## src/rtl/load_use_stall_ctrl.sv

```systemverilog
// Load-use hazard scheduler: holds PC and IF/ID for STALL_CYCLES cycles per load-use hazard,
// sequences taken-branch flushes and keeps saturating stall/flush counters.
module load_use_stall_ctrl #(
    parameter int STALL_CYCLES = 1,
    parameter int CNT_W        = 32
) (
    input  logic             Clk,
    input  logic             Rst_n,
    input  logic [4:0]       rs_address_ID,
    input  logic [4:0]       rt_address_ID,
    input  logic             UsesRt_ID,
    input  logic             MemRead_EX,
    input  logic [4:0]       RegDstResult_EX,
    input  logic             BranchTaken_EX,
    output logic             PCWrite,
    output logic             IFIDWrite,
    output logic             ID_Bubble,
    output logic             IF_Flush,
    output logic             Busy,
    output logic [CNT_W-1:0] stall_total,
    output logic [CNT_W-1:0] flush_total
);

    typedef enum logic {
        IDLE,
        STALL
    } state_t;

    state_t     state, next_state;
    logic [3:0] cnt, next_cnt;
    logic       hz;
    logic       pc_write, ifid_write, id_bubble, if_flush, busy;
    logic       stall_inc, flush_inc;

    assign hz = MemRead_EX && (RegDstResult_EX != 5'd0) &&
                ((RegDstResult_EX == rs_address_ID) ||
                 (UsesRt_ID && (RegDstResult_EX == rt_address_ID)));

    always_ff @(posedge Clk or negedge Rst_n) begin
        if (!Rst_n) begin
            state       <= IDLE;
            cnt         <= 4'd0;
            stall_total <= '0;
            flush_total <= '0;
        end else begin
            state <= next_state;
            cnt   <= next_cnt;
            if (stall_inc && (stall_total != {CNT_W{1'b1}}))
                stall_total <= stall_total + CNT_W'(1);
            if (flush_inc && (flush_total != {CNT_W{1'b1}}))
                flush_total <= flush_total + CNT_W'(1);
        end
    end

    // Mealy decode: the stall must act in the same cycle the hazard is seen.
    always_comb begin
        next_state = state;
        next_cnt   = cnt;
        pc_write   = 1'b1;
        ifid_write = 1'b1;
        id_bubble  = 1'b0;
        if_flush   = 1'b0;
        busy       = 1'b0;
        stall_inc  = 1'b0;
        flush_inc  = 1'b0;
        case (state)
            IDLE: begin
                if (BranchTaken_EX) begin
                    if_flush  = 1'b1;
                    id_bubble = 1'b1;
                    flush_inc = 1'b1;
                end else if (hz) begin
                    pc_write   = 1'b0;
                    ifid_write = 1'b0;
                    id_bubble  = 1'b1;
                    stall_inc  = 1'b1;
                    if (STALL_CYCLES > 1) begin
                        next_state = STALL;
                        next_cnt   = 4'(STALL_CYCLES - 1);
                    end
                end
            end
            STALL: begin
                busy = 1'b1;
                if (BranchTaken_EX) begin
                    if_flush   = 1'b1;
                    id_bubble  = 1'b1;
                    flush_inc  = 1'b1;
                    next_state = IDLE;
                    next_cnt   = 4'd0;
                end else begin
                    pc_write   = 1'b0;
                    ifid_write = 1'b0;
                    id_bubble  = 1'b1;
                    stall_inc  = 1'b1;
                    next_cnt   = cnt - 4'd1;
                    if (cnt == 4'd1)
                        next_state = IDLE;
                end
            end
            default: begin
                next_state = IDLE;
                next_cnt   = 4'd0;
            end
        endcase
    end

    // Reset forces a safe free-running pipeline without waiting for a clock.
    assign PCWrite   = Rst_n ? pc_write   : 1'b1;
    assign IFIDWrite = Rst_n ? ifid_write : 1'b1;
    assign ID_Bubble = Rst_n ? id_bubble  : 1'b0;
    assign IF_Flush  = Rst_n ? if_flush   : 1'b0;
    assign Busy      = Rst_n ? busy       : 1'b0;

endmodule

```

## config.mk

```make
export PLATFORM = sky130hd
export DESIGN_NAME = load_use_stall_ctrl
export DESIGN_NICKNAME = d
export VERILOG_FILES = /design/src/rtl/load_use_stall_ctrl.sv
export SDC_FILE = /design/constraint.sdc
export NUM_CORES = 1
export LEC_CHECK = 0
export CORE_ASPECT_RATIO = 2
export CORE_UTILIZATION = 46
export CTS_CLUSTER_SIZE = 14
export DETAILED_ROUTE_END_ITERATION = 8
export HOLD_SLACK_MARGIN = 0.02
export PLACE_DENSITY_LB_ADDON = 0.1
export SLEW_MARGIN = 10
export SYNTH_ARGS = -nofsm -noshare
export SYNTH_HDL_FRONTEND = slang
export SYNTH_SLANG_ARGS = --single-unit
```

## constraint.sdc

```tcl
create_clock -name Clk -period 2.92 [get_ports Clk]
set_input_delay 0.876 -clock Clk [delete_from_list [all_inputs] [get_ports Clk]]
set_output_delay 0.876 -clock Clk [all_outputs]
set_load 0.01 [all_outputs]
```

* After elaboration in Yosys (flattened, before gate mapping)
Cells that the tools add are included.
Cells by class: bitwise logic cells 1, muxes and demuxes 19, $add $sub $neg 3, reductions and logical operators 7, equal/unequal tests 5
Operators by type and width (count):
- $add 32x1->32 const B | 2
- $ne 32x32->1 const B | 2
- $mux 1 | 15
- $eq 5x5->1 | 2
- $pmux 1 s2 | 3
- $logic_and 1x1->1 | 5
- $reduce_bool 5->1 | 1
- $eq 4x1->1 const B | 1
- $mux 4 | 1
- $sub 4x1->4 const B | 1
- $logic_or 1x1->1 | 1
- $not 1->1 | 1
Word-level totals: output and inout bits 69, logic and storage cells 39, register bits after elaboration 69

* Logic depth before layout (Yosys ltp)
Gate-level depths: netlist of the first run.
word-level depth 8, depth in mapped cells 7, depth with buffers taken out 6

* Worst setup path before layout of the first run
No wires, ideal clock.
path kind in2out, start input port RegDstResult_EX[4], end output port PCWrite, slack 0.029 ns, data required time 2.044 ns, cell stages on the path 6, arrival 2.015 ns, cell sequence xnor2_1 > nand3_1 > o22ai_1 > a31oi_1 > or3b_2 > buf_4
Between the ends: longest elaborated chain between the ends 8, elaborated cells between the ends (all ways) 11, classes of those cells eq/ne (2); mux (4); reduce/logical (5)
Ends and longest elaborated chain:
- start: declaration | line 13 | input logic [4:0] RegDstResult_EX,
- $eq 5x5->1 | line 37 | (UsesRt_ID && (RegDstResult_EX == rt_address_ID)));
- $logic_and 1x1->1 | line 37
- $logic_or 1x1->1 | line 36 | ((RegDstResult_EX == rs_address_ID) ||
- $logic_and 1x1->1 * | line 35 | assign hz = MemRead_EX && (RegDstResult_EX != 5'd0) &&
- $mux 1 * (2 in series)
- $pmux 1 s2 *
- $mux 1 *
- end: declaration | line 15 | output logic PCWrite,
Mark *: on every way between the ends. The rest lies on a longest branch, timed or not.

* Final worst setup path of the first run
start input port RegDstResult_EX[3], end output port PCWrite
Between the ends: longest elaborated chain between the ends 8, elaborated cells between the ends (all ways) 11, classes of those cells eq/ne (2); mux (4); reduce/logical (5)
Ends and longest elaborated chain:
- $eq 5x5->1 | line 37
- $logic_and 1x1->1 | line 37
- $logic_or 1x1->1 | line 36
- $logic_and 1x1->1 * | line 35
- $mux 1 * | line 72 | end else if (hz) begin
- $mux 1 * | line 68 | if (BranchTaken_EX) begin
- $pmux 1 s2 * | line 66 | case (state)
- $mux 1 * | line 109 | assign PCWrite = Rst_n ? pc_write : 1'b1;
Marked as above.

==> results.tsv, run 1 <==
metric	value	unit
p_int	2.00	mW
netlist_area	0.00364	sq mm
io_buffers	88	
clkPwrFrac	39.7	%
core	0.00760	sq mm
status	complete, but fails checks	
yosysSeqAreaShare	47.4	%
route.met2.wl	6030	microns
p_leak	2.44	nW
cts_hold_buf	0	
violations	setup timing	
met1_length	3640	microns
ys_warn_count	0	
insertion_delay	330	ps
vias_per_cell	5.47	
yosysTopAreaCell	dfrtp_1	
wl_per_cell	17.7	microns
maxSlewHeadroom	44.1	%
vias	3222	
hp-class	in2async	
first_global_vias	3429	
ys_top_cells_by_area	dfrtp_1 47%, xnor2_1 11%, xor2_1 6.3%	
cts.path.max_buffers	2	
nets	514	
grtUsageTotal	27.7	%
layout-drive-gt1-share	23.2	%
clockRootBuffer	clkbuf_16	
cap_viol_max_count	0	
crit_family	simple AND/OR/NAND/NOR gates	
fillerInstances	561	
synth_common_cells	69 x dfrtp_1, 45 x xnor2_1, 29 x nand3_1, 27 x nor2_1, 26 x xor2_1	
power_switching	0.734	mW
switching_share	26.9	%
grt_pass1_wl	17200	microns
dr.pass1.iters	4	
cp_data_required_time	2040	ps
syn_avg_cell_area	10.3	sq um
die_w	64.9	microns
ios	89	
yosysTopAreaCellShare	47.4	%
critPathKind	in2out	
cts.sinks	69	
synthFlopType	dfrtp_1	
dp_worst_setup_slack	-964	ps
antenna_left	0	
fin_hold_ws	487	ps
fin_crit_sh	107	%
synth_seq_cells	69	
slowest_delay	410	ps
powerDensity	496	mW/mm^2
grt_remaining_overflow	0	
critPathSlowestCell	or3b_4	
period_needed	3120	ps
diodes	0	
first_iter_violations	154	
setup_viol	3	
die_h	128	microns
worstPathMaxFanout	3	
fin_skew	2.67	ps
syn_nets	377	
power_frac_seq	41.3	%
drc	0	
rows	45	
crit_path_end_kind	output port	
highest_layer	met4	
worst_pin_slew	831	ps
total_power	2.73	mW
path_cells	buf_12 -> xnor2_4 -> nand4_1 -> o22ai_2 -> a31oi_1 -> or3b_4 -> buf_6	
synth.most_common_cell	dfrtp_1	
fmax	321	MHz
critPathLaunchType	input pin	
post-dp-hpwl	6800	microns
grt_max_degree	40	
initial_core_util	47.9	%
h-tree-depth	3	
cts_tree	built	
syn2layout_area_growth	51.1	%
gp_congestion	0.840	
clkTransAtPathRegs	50	ps
synth-edff-count	0	
ys_async_sr_fraction	100	%
pwr-share-comb	19.0	%
synth.distinct_cells	44	
fin_tns_setup	-482	ps
die-area	0.00830	sq mm
routed_wl	10400	microns
grt_setup_unrepaired	yes	
grt_antenna_before_repair	0	
worstPathArrival	2240	ps
rrSetupSlack	720	ps
peakVddDrop	0.350	mV
hold_viol	0	
syn_inst	353	
final_max_slew_viol_count	0	
timing.final.ws_setup	-198	ps
numCtsBuffers	9	
crit_buf_inv	2	
wl_met3	402	microns
## flip-flops by register name, indices dropped and copies added (netlist names)
register and count:
flush_total 32, state 1, stall_total 32, cnt 4
## worst register-to-register path, cell delays in order, from the launching register on
cell     delay [ps]
dfrtp_1         450
and3_1          260
nand4_1         270
o31ai_1         790
nor2_1          140
xor2_1          170
## worst paths after layout
check | start | to | depth (start not counted)
setup / recovery | RegDstResult_EX[3] | PCWrite | 7
hold / removal | Rst_n | flush_total[3]$_DFFE_PN0P_ | 2
setup reg to reg | flush_total[15]$_DFFE_PN0P_ | flush_total[18]$_DFFE_PN0P_ | 5
hold reg to reg | flush_total[29]$_DFFE_PN0P_ | flush_total[29]$_DFFE_PN0P_ | 1
max in group asynchronous | Rst_n | flush_total[19]$_DFFE_PN0P_ | 3
min in group Clk | flush_total[29]$_DFFE_PN0P_ | flush_total[29]$_DFFE_PN0P_ | 1
## stage by stage
stage	std cells	area (sq um)	util [%]
6_report	589	5510	72.4
5_1_grt	589	5510	72.4
4_1_cts	594	5490	72.3
3_5_place_dp	549	4780	62.8
3_3_place_gp	549	4780	62.8
2_1_floorplan	353	3640	-
## final cells by class
class                      count  area [sq um]  share of cell area [%]
multi-input combinational    263          2010                    36.5
sequential                    69          1730                    31.4
timing repair buffer         134          1310                    23.8
clock buffer                  12           246                    4.48
tap                           94           118                    2.14
inverter                      13          48.8                   0.886
clock inverter                 4          47.5                   0.864
## placed cells by master (no fill, tap or decap), types with 4 or more instances in the layout
cell type / count
dfrtp_1: 69
clkdlybuf4s50_1: 67
xnor2_1: 36
buf_4: 34
nor2_1: 27
xor2_1: 26
nand3_1: 24
nand4_1: 23
nand2_1: 22
buf_6: 22
nor3_1: 18
and3_1: 15
inv_1: 13
clkbuf_16: 9
xnor2_2: 6
nor4_1: 6
nand3_2: 5
nand4b_1: 4
ha_1: 4
## power by group through the flow
stage	clock network, mW	logic (mW)	registers, mW
detailed placement	0	0.432	1.14
global placement	0	0.417	1.14
global route	1.14	0.561	1.14
floorplan	0	0.155	1.15
CTS	1.10	0.503	1.13
finish	1.08	0.519	1.13
## timing repair
action,CTS,global route
pin swaps,21,11
resized for setup,110,19
gates cloned,3,0
endpoints found under the setup margin,4,35
buffers inserted,30,0
## per-layer routing
layer  track usage (%)  vias to the layer above
li1                  -                     1524
met2              51.7                       83
met4              13.3                        0
met5                 0                        -
met3              5.34                       24
met1              28.2                     1591
## logic make-up (layout without fill, tap and decap cells)
group	count (synthesis)	in the layout	share of synthesized area, %
flip-flops	69	69	47.4
multiplexers	5	5	1.44
AO/OA/AOI/OAI	16	16	3.68
AND/OR/NAND/NOR	167	167	26.5
adder cells (fa/ha/maj)	4	4	1.37
buffers and inverters	21	163	2.54
XOR/XNOR	71	71	17.1
Power figures use the tool's default switching activity.
==> run 2, diff against run 1 <==
--- a/config.mk
+++ b/config.mk
@@ -9,6 +9,8 @@
 export CORE_UTILIZATION = 46
 export CTS_CLUSTER_SIZE = 14
 export DETAILED_ROUTE_END_ITERATION = 8
+export GPL_ROUTABILITY_DRIVEN = 1
+export GPL_TIMING_DRIVEN = 0
 export HOLD_SLACK_MARGIN = 0.02
 export PLACE_DENSITY_LB_ADDON = 0.1
 export SLEW_MARGIN = 10
==> run 2 against run 1 <==
  * The run still ends with setup timing left
  * Wire length decreased by 6.5%
  * Worst setup slack improved by 28 ps
  * Sequential share of layout area increased by 1.6 points
  * Critical endpoint unchanged
  * Largest cell class unchanged
==> results.tsv, run 2 (synthesis gave the netlist of run 1 again) <==
metric	value	unit	change
switching_share	25.9	%	-0.93 points
crit_top_cell	buf_6		
vias	3135		-2.7%
slowest_delay	400	ps	about the same
grtUsageTotal	25.1	%	-2.5 points
initial_core_util	47.9	%	unchanged
critPathSlowestCell	or3b_4		
core	0.00760	sq mm	unchanged
setup_viol	2		-1
io_buffers	87		-1.1%
timing.rr.start	stall_total[2]$_DFFE_PN0P_		
post-dp-hpwl	6720	microns	-1.1%
pwr-share-comb	16.9	%	-2.1 points
path_depth	8		+1
fin_hold_ws	394	ps	-92.2 ps
period_needed	3090	ps	-27.6 ps
first_global_vias	3281		-4.3%
power_switching	0.704	mW	-4.1%
cts.sinks	69		unchanged
nets	494		-3.9%
vias_per_cell	5.51		+0.72%
hold_viol	0		unchanged
r2r_end	stall_total[29]$_DFFE_PN0P_		
path_cells	buf_6 -> xnor2_2 -> nand4_1 -> o22ai_2 -> a31oi_2 -> or3b_4 -> buf_6 -> buf_6		
rows	45		unchanged
reg2reg_depth	5		unchanged
fin_tns_setup	-261	ps	+222 ps
crit_family	simple AND/OR/NAND/NOR gates		
timing.final.ws_setup	-170	ps	+27.6 ps
violations	setup timing		
final_common_cell	dfrtp_1		
antenna_left	0		unchanged
worstPathMaxFanout	2		-1
cp_data_required_time	2040	ps	about the same
grt_pass1_wl	15700	microns	-8.9%
layout-drive-gt1-share	18.7	%	-4.5 points
first_iter_violations	169		+9.7%
cts_hold_buf	0		unchanged
final_max_slew_viol_count	0		unchanged
worstPathArrival	2210	ps	-30 ps
hp-class	in2async		
diodes	0		unchanged
worst_pin_slew	843	ps	+11.3 ps
routed_wl	9750	microns	-6.5%
numCtsBuffers	9		unchanged
critPathLaunchType	input pin		
fillerInstances	608		+8.4%
die_w	64.9	microns	unchanged
reg.largest.list	flush_total x32, stall_total x32, cnt x4		
grt_remaining_overflow	0		unchanged
ios	89		unchanged
clkTransAtPathRegs	50	ps	about the same
fin_skew	7.17	ps	+4.50 ps
crit_end	PCWrite		
peakVddDrop	0.435	mV	+24%
grt_max_degree	34		-15%
drc	0		unchanged
dr.pass1.iters	4		unchanged
power_frac_seq	41.5	%	+0.2 points
fin_crit_sh	106	%	-0.95 points
gp_congestion	0.831		-1.1%
grt_setup_unrepaired	yes		
fmax	324	MHz	+0.89%
total_power	2.71	mW	-0.65%
p_int	2.01	mW	+0.61%
dp.cells	535		-2.6%
critPathKind	in2out		
h-tree-depth	3		unchanged
insertion_delay	330	ps	about the same
die-area	0.00830	sq mm	unchanged
final_cell_mix	69 x dfrtp_1, 67 x clkdlybuf4s50_1, 36 x xnor2_1		
wl_per_cell	17.1	microns	-3.2%
dp_worst_setup_slack	-1050	ps	-85.2 ps
cap_viol_max_count	0		unchanged
die_h	128	microns	unchanged
grt_antenna_before_repair	0		unchanged
crit_buf_inv	3		+1
maxSlewHeadroom	43.4	%	-0.71 points
rrSetupSlack	600	ps	-120 ps
powerDensity	518	mW/mm^2	+4.5%
syn2layout_area_growth	43.7	%	
clkPwrFrac	41.7	%	+2.0 points
critical_path.startpoint	rt_address_ID[4]		
status	complete, but fails checks		
crit_path_end_kind	output port		
p_leak	2.32	nW	-5.0%
stdcell_count	569		-3.4%
clockRootBuffer	clkbuf_16		
cts.path.max_buffers	2		unchanged
cts_tree	built		
[run 2: changes by cell type in the layout (fill, tap and decap cells not counted), moves of 2 or more]
cell and delta:
clkbuf_8 +2, xnor2_4 -3, nand3_2 -5, nand3_1 +5, xnor2_2 +3, buf_2 +2
buf_4 -13, buf_6 -8, buf_12 -2, nand2_1 +2
[run 2: power by group through the flow]
stage	registers, mW	clock network [mW]	logic [mW]
CTS	1.13	1.14	0.451
global route	1.14	1.18	0.495
floorplan	1.15	0	0.155
global placement	1.13	0	0.396
finish	1.12	1.13	0.457
detailed placement	1.14	0	0.408
[run 2: worst reg2reg max path, stage by stage (launching register included)]
cell and delay [ps]:
dfrtp_1 430, nand4_1 260, nor3_1 760, nand2_1 250, and4bb_2 380, xor2_1 150
[run 2: worst min-delay path by stage]
stage	cells after the start	slack, ps	to
6_report	1	390	flush_total[5]$_DFFE_PN0P_
5_1_grt	1	390	flush_total[5]$_DFFE_PN0P_
4_1_cts	1	390	flush_total[5]$_DFFE_PN0P_
3_5_place_dp	1	480	flush_total[29]$_DFFE_PN0P_
3_3_place_gp	1	470	flush_total[29]$_DFFE_PN0P_
2_1_floorplan	1	500	cnt[3]$_DFFE_PN0P_
[run 2: metal layers]
layer / track usage (%) / wire length, microns / up-vias
met2: 48.6 / 5710 / 79
met1: 24.5 / 3450 / 1560
li1: - / - / 1477
met4: 12.0 / 233 / 0
met5: 0 / 0 / -
met3: 4.27 / 347 / 19
[run 2: area by class of cell]
class / instances / area, sq um / share of cell area, %
multi-input combinational: 263 / 1920 / 36.6
clock buffer: 13 / 270 / 5.16
buffer: 8 / 58.8 / 1.12
clock inverter: 3 / 42.5 / 0.813
tap: 94 / 118 / 2.25
sequential: 69 / 1730 / 33.0
timing repair buffer: 106 / 1050 / 20.1
inverter: 13 / 48.8 / 0.932
[run 2: what timing repair did]
action	in CTS	in global routing
pin swaps	17	4
endpoints found under the setup margin	7	27
cloned	1	0
gates resized for setup	97	16
buffers inserted	15	2
[run 2: stage by stage]
step | utilization [%] | area (sq um)
6_report | 68.9 | 5240
3_3_place_gp | 60.9 | 4630
5_1_grt | 68.9 | 5240
2_1_floorplan | - | 3640
4_1_cts | 68.3 | 5190
3_5_place_dp | 61.3 | 4660
==> run 3, diff against run 2 <==
--- a/config.mk
+++ b/config.mk
@@ -5,14 +5,16 @@
 export SDC_FILE = /design/constraint.sdc
 export NUM_CORES = 1
 export LEC_CHECK = 0
+export CAP_MARGIN = 10
 export CORE_ASPECT_RATIO = 2
-export CORE_UTILIZATION = 46
+export CORE_UTILIZATION = 43
 export CTS_CLUSTER_SIZE = 14
 export DETAILED_ROUTE_END_ITERATION = 8
 export GPL_ROUTABILITY_DRIVEN = 1
 export GPL_TIMING_DRIVEN = 0
 export HOLD_SLACK_MARGIN = 0.02
 export PLACE_DENSITY_LB_ADDON = 0.1
+export SKIP_CTS_REPAIR_TIMING = 1
 export SLEW_MARGIN = 10
 export SYNTH_ARGS = -nofsm -noshare
 export SYNTH_HDL_FRONTEND = slang
==> run 3 against run 2 <==
  * The run still ends with setup timing left
  * Clock skew shrank 2.5 ps
  * Worst hold slack lost 8.1 ps
  * Sequential cell count did not move
  * Clock-buffer cell count increased by 3
  * Non-clock buffer count down 12
  * Sequential share of layout area is 0.76 points higher
  * Highest routed layer unchanged
==> results.tsv, run 3 (synthesis gave the netlist of run 1 again) <==
metric	value	unit	change
post-dp-hpwl	6840	microns	+1.7%
core	0.00823	sq mm	+8.3%
ios	89		unchanged
crit_top_cell	buf_6		
reg2reg_depth	5		unchanged
clkTransAtPathRegs	50	ps	about the same
timing.rr.start	stall_total[2]$_DFFE_PN0P_		
antenna_left	0		unchanged
worst_pin_slew	860	ps	+17.5 ps
nets	482		-2.4%
powerDensity	510	mW/mm^2	-1.6%
final_util	62.2	%	-6.7 points
status	complete, but fails checks		
die_h	132	microns	+3.4%
maxSlewHeadroom	42.2	%	-1.2 points
route.met2.wl	5650	microns	-1.1%
cts_tree	built		
grtUsageTotal	22.6	%	-2.6 points
postLayoutCellArea	0.00512	sq mm	-2.2%
crit_path_end_kind	output port		
setup_viol	2		unchanged
layout-drive-gt1-share	14.9	%	-3.8 points
dr.pass1.iters	4		unchanged
highest_layer	met4		
cts.path.max_buffers	2		unchanged
grt_pass1_wl	15000	microns	-4.5%
p_leak	2.27	nW	-2.2%
period_needed	3130	ps	+41.5 ps
cp_data_required_time	2040	ps	about the same
final_max_slew_viol_count	0		unchanged
timing.final.ws_setup	-212	ps	-41.5 ps
fin_crit_sh	107	%	+1.4 points
reg.largest.list	flush_total x32, stall_total x32, cnt x4		
met1_length	3420	microns	-1.0%
grt_setup_unrepaired	yes		
grt_antenna_before_repair	0		unchanged
vias	3025		-3.5%
critPathKind	in2out		
fin_tns_setup	-343	ps	-82.5 ps
wl_met3	275	microns	-21%
stdcell_count	561		-1.4%
place_area	0.00466	sq mm	+0.11%
die_w	67.1	microns	+3.3%
numCtsBuffers	9		unchanged
fin_hold_ws	386	ps	-8.12 ps
gp_congestion	0.792		-4.7%
drc	0		unchanged
syn2layout_area_growth	40.5	%	
final_common_cell	dfrtp_1		
dp.cells	539		+0.75%
vias_per_cell	5.39		-2.1%
r2r_end	stall_total[29]$_DFFE_PN0P_		
dp_worst_setup_slack	-1030	ps	+18.7 ps
crit_family	simple AND/OR/NAND/NOR gates		
worstPathMaxFanout	2		unchanged
io_buffers	87		unchanged
violations	setup timing		
critPathSlowestCell	or3b_4		
hp-class	in2async		
peakVddDrop	0.455	mV	+4.6%
rrSetupSlack	600	ps	about the same
fmax	319	MHz	-1.3%
initial_core_util	44.3	%	-3.7 points
routed_wl	9590	microns	-1.6%
h-tree-depth	3		unchanged
diodes	0		unchanged
cts.sinks	69		unchanged
first_iter_violations	144		-15%
grt_remaining_overflow	0		unchanged
rows	47		+4.4%
hold_viol	0		unchanged
critPathLaunchType	input pin		
final_cell_mix	69 x dfrtp_1, 67 x clkdlybuf4s50_1, 39 x xnor2_1		
crit_buf_inv	3		unchanged
wl_per_cell	17.1	microns	-0.19%
cap_viol_max_count	0		unchanged
grt_max_degree	59		+74%
slowest_delay	420	ps	+20 ps
total_power	2.61	mW	-3.8%
die-area	0.00887	sq mm	+6.8%
worstPathArrival	2260	ps	+50 ps
path_cells	dlymetal6s2s_1 -> xnor2_1 -> nand2_1 -> o22ai_2 -> a31oi_2 -> or3b_4 -> buf_6 -> buf_6		
fin_skew	4.66	ps	-2.51 ps
insertion_delay	330	ps	about the same
clockRootBuffer	clkbuf_16		
first_global_vias	3105		-5.4%
run 3: cell types whose count changed in the layout (fill, tap and decap cells not counted), moves of 2 or more:
cell            before  now
buf_4               21    7
buf_6               14    9
clkbuf_2             1    6
dlymetal6s2s_1       0    4
xnor2_2              9    5
clkbuf_1             2    5
xnor2_1             36   39
buf_2                5    3
clkbuf_16            9   11
run 3: final cells by class:
class / instances / area, sq um
fillers: 708 / 3120
multi-input cells: 263 / 1910
flip-flops and latches: 69 / 1730
repair buffers: 94 / 971
clock buffers: 16 / 292
well taps: 98 / 123
plain buffers: 8 / 48.8
inverters: 13 / 48.8
run 3: metal layers:
metal  global-route usage (%)  vias to the layer above
met3                     3.89                       15
met2                     42.4                       74
met5                        0                        -
li1                         -                     1462
met1                     22.6                     1474
met4                     10.0                        0
run 3: where the power goes:
group / internal [mW] / switching (mW)
logic: 0.238 / 0.197
clock network: 0.669 / 0.380
registers: 1.02 / 0.100
total: 1.93 / 0.678
run 3: how the worst max path moves through the flow:
stage	start	endpoint	slack [ps]	cells past startpoint
3_3_place_gp	Rst_n	PCWrite	-2890	4
6_report	rs_address_ID[3]	PCWrite	-210	8
5_1_grt	rs_address_ID[3]	PCWrite	-250	8
3_5_place_dp	RegDstResult_EX[4]	PCWrite	-1030	8
2_1_floorplan	RegDstResult_EX[4]	PCWrite	30	6
4_1_cts	RegDstResult_EX[4]	PCWrite	-1030	8
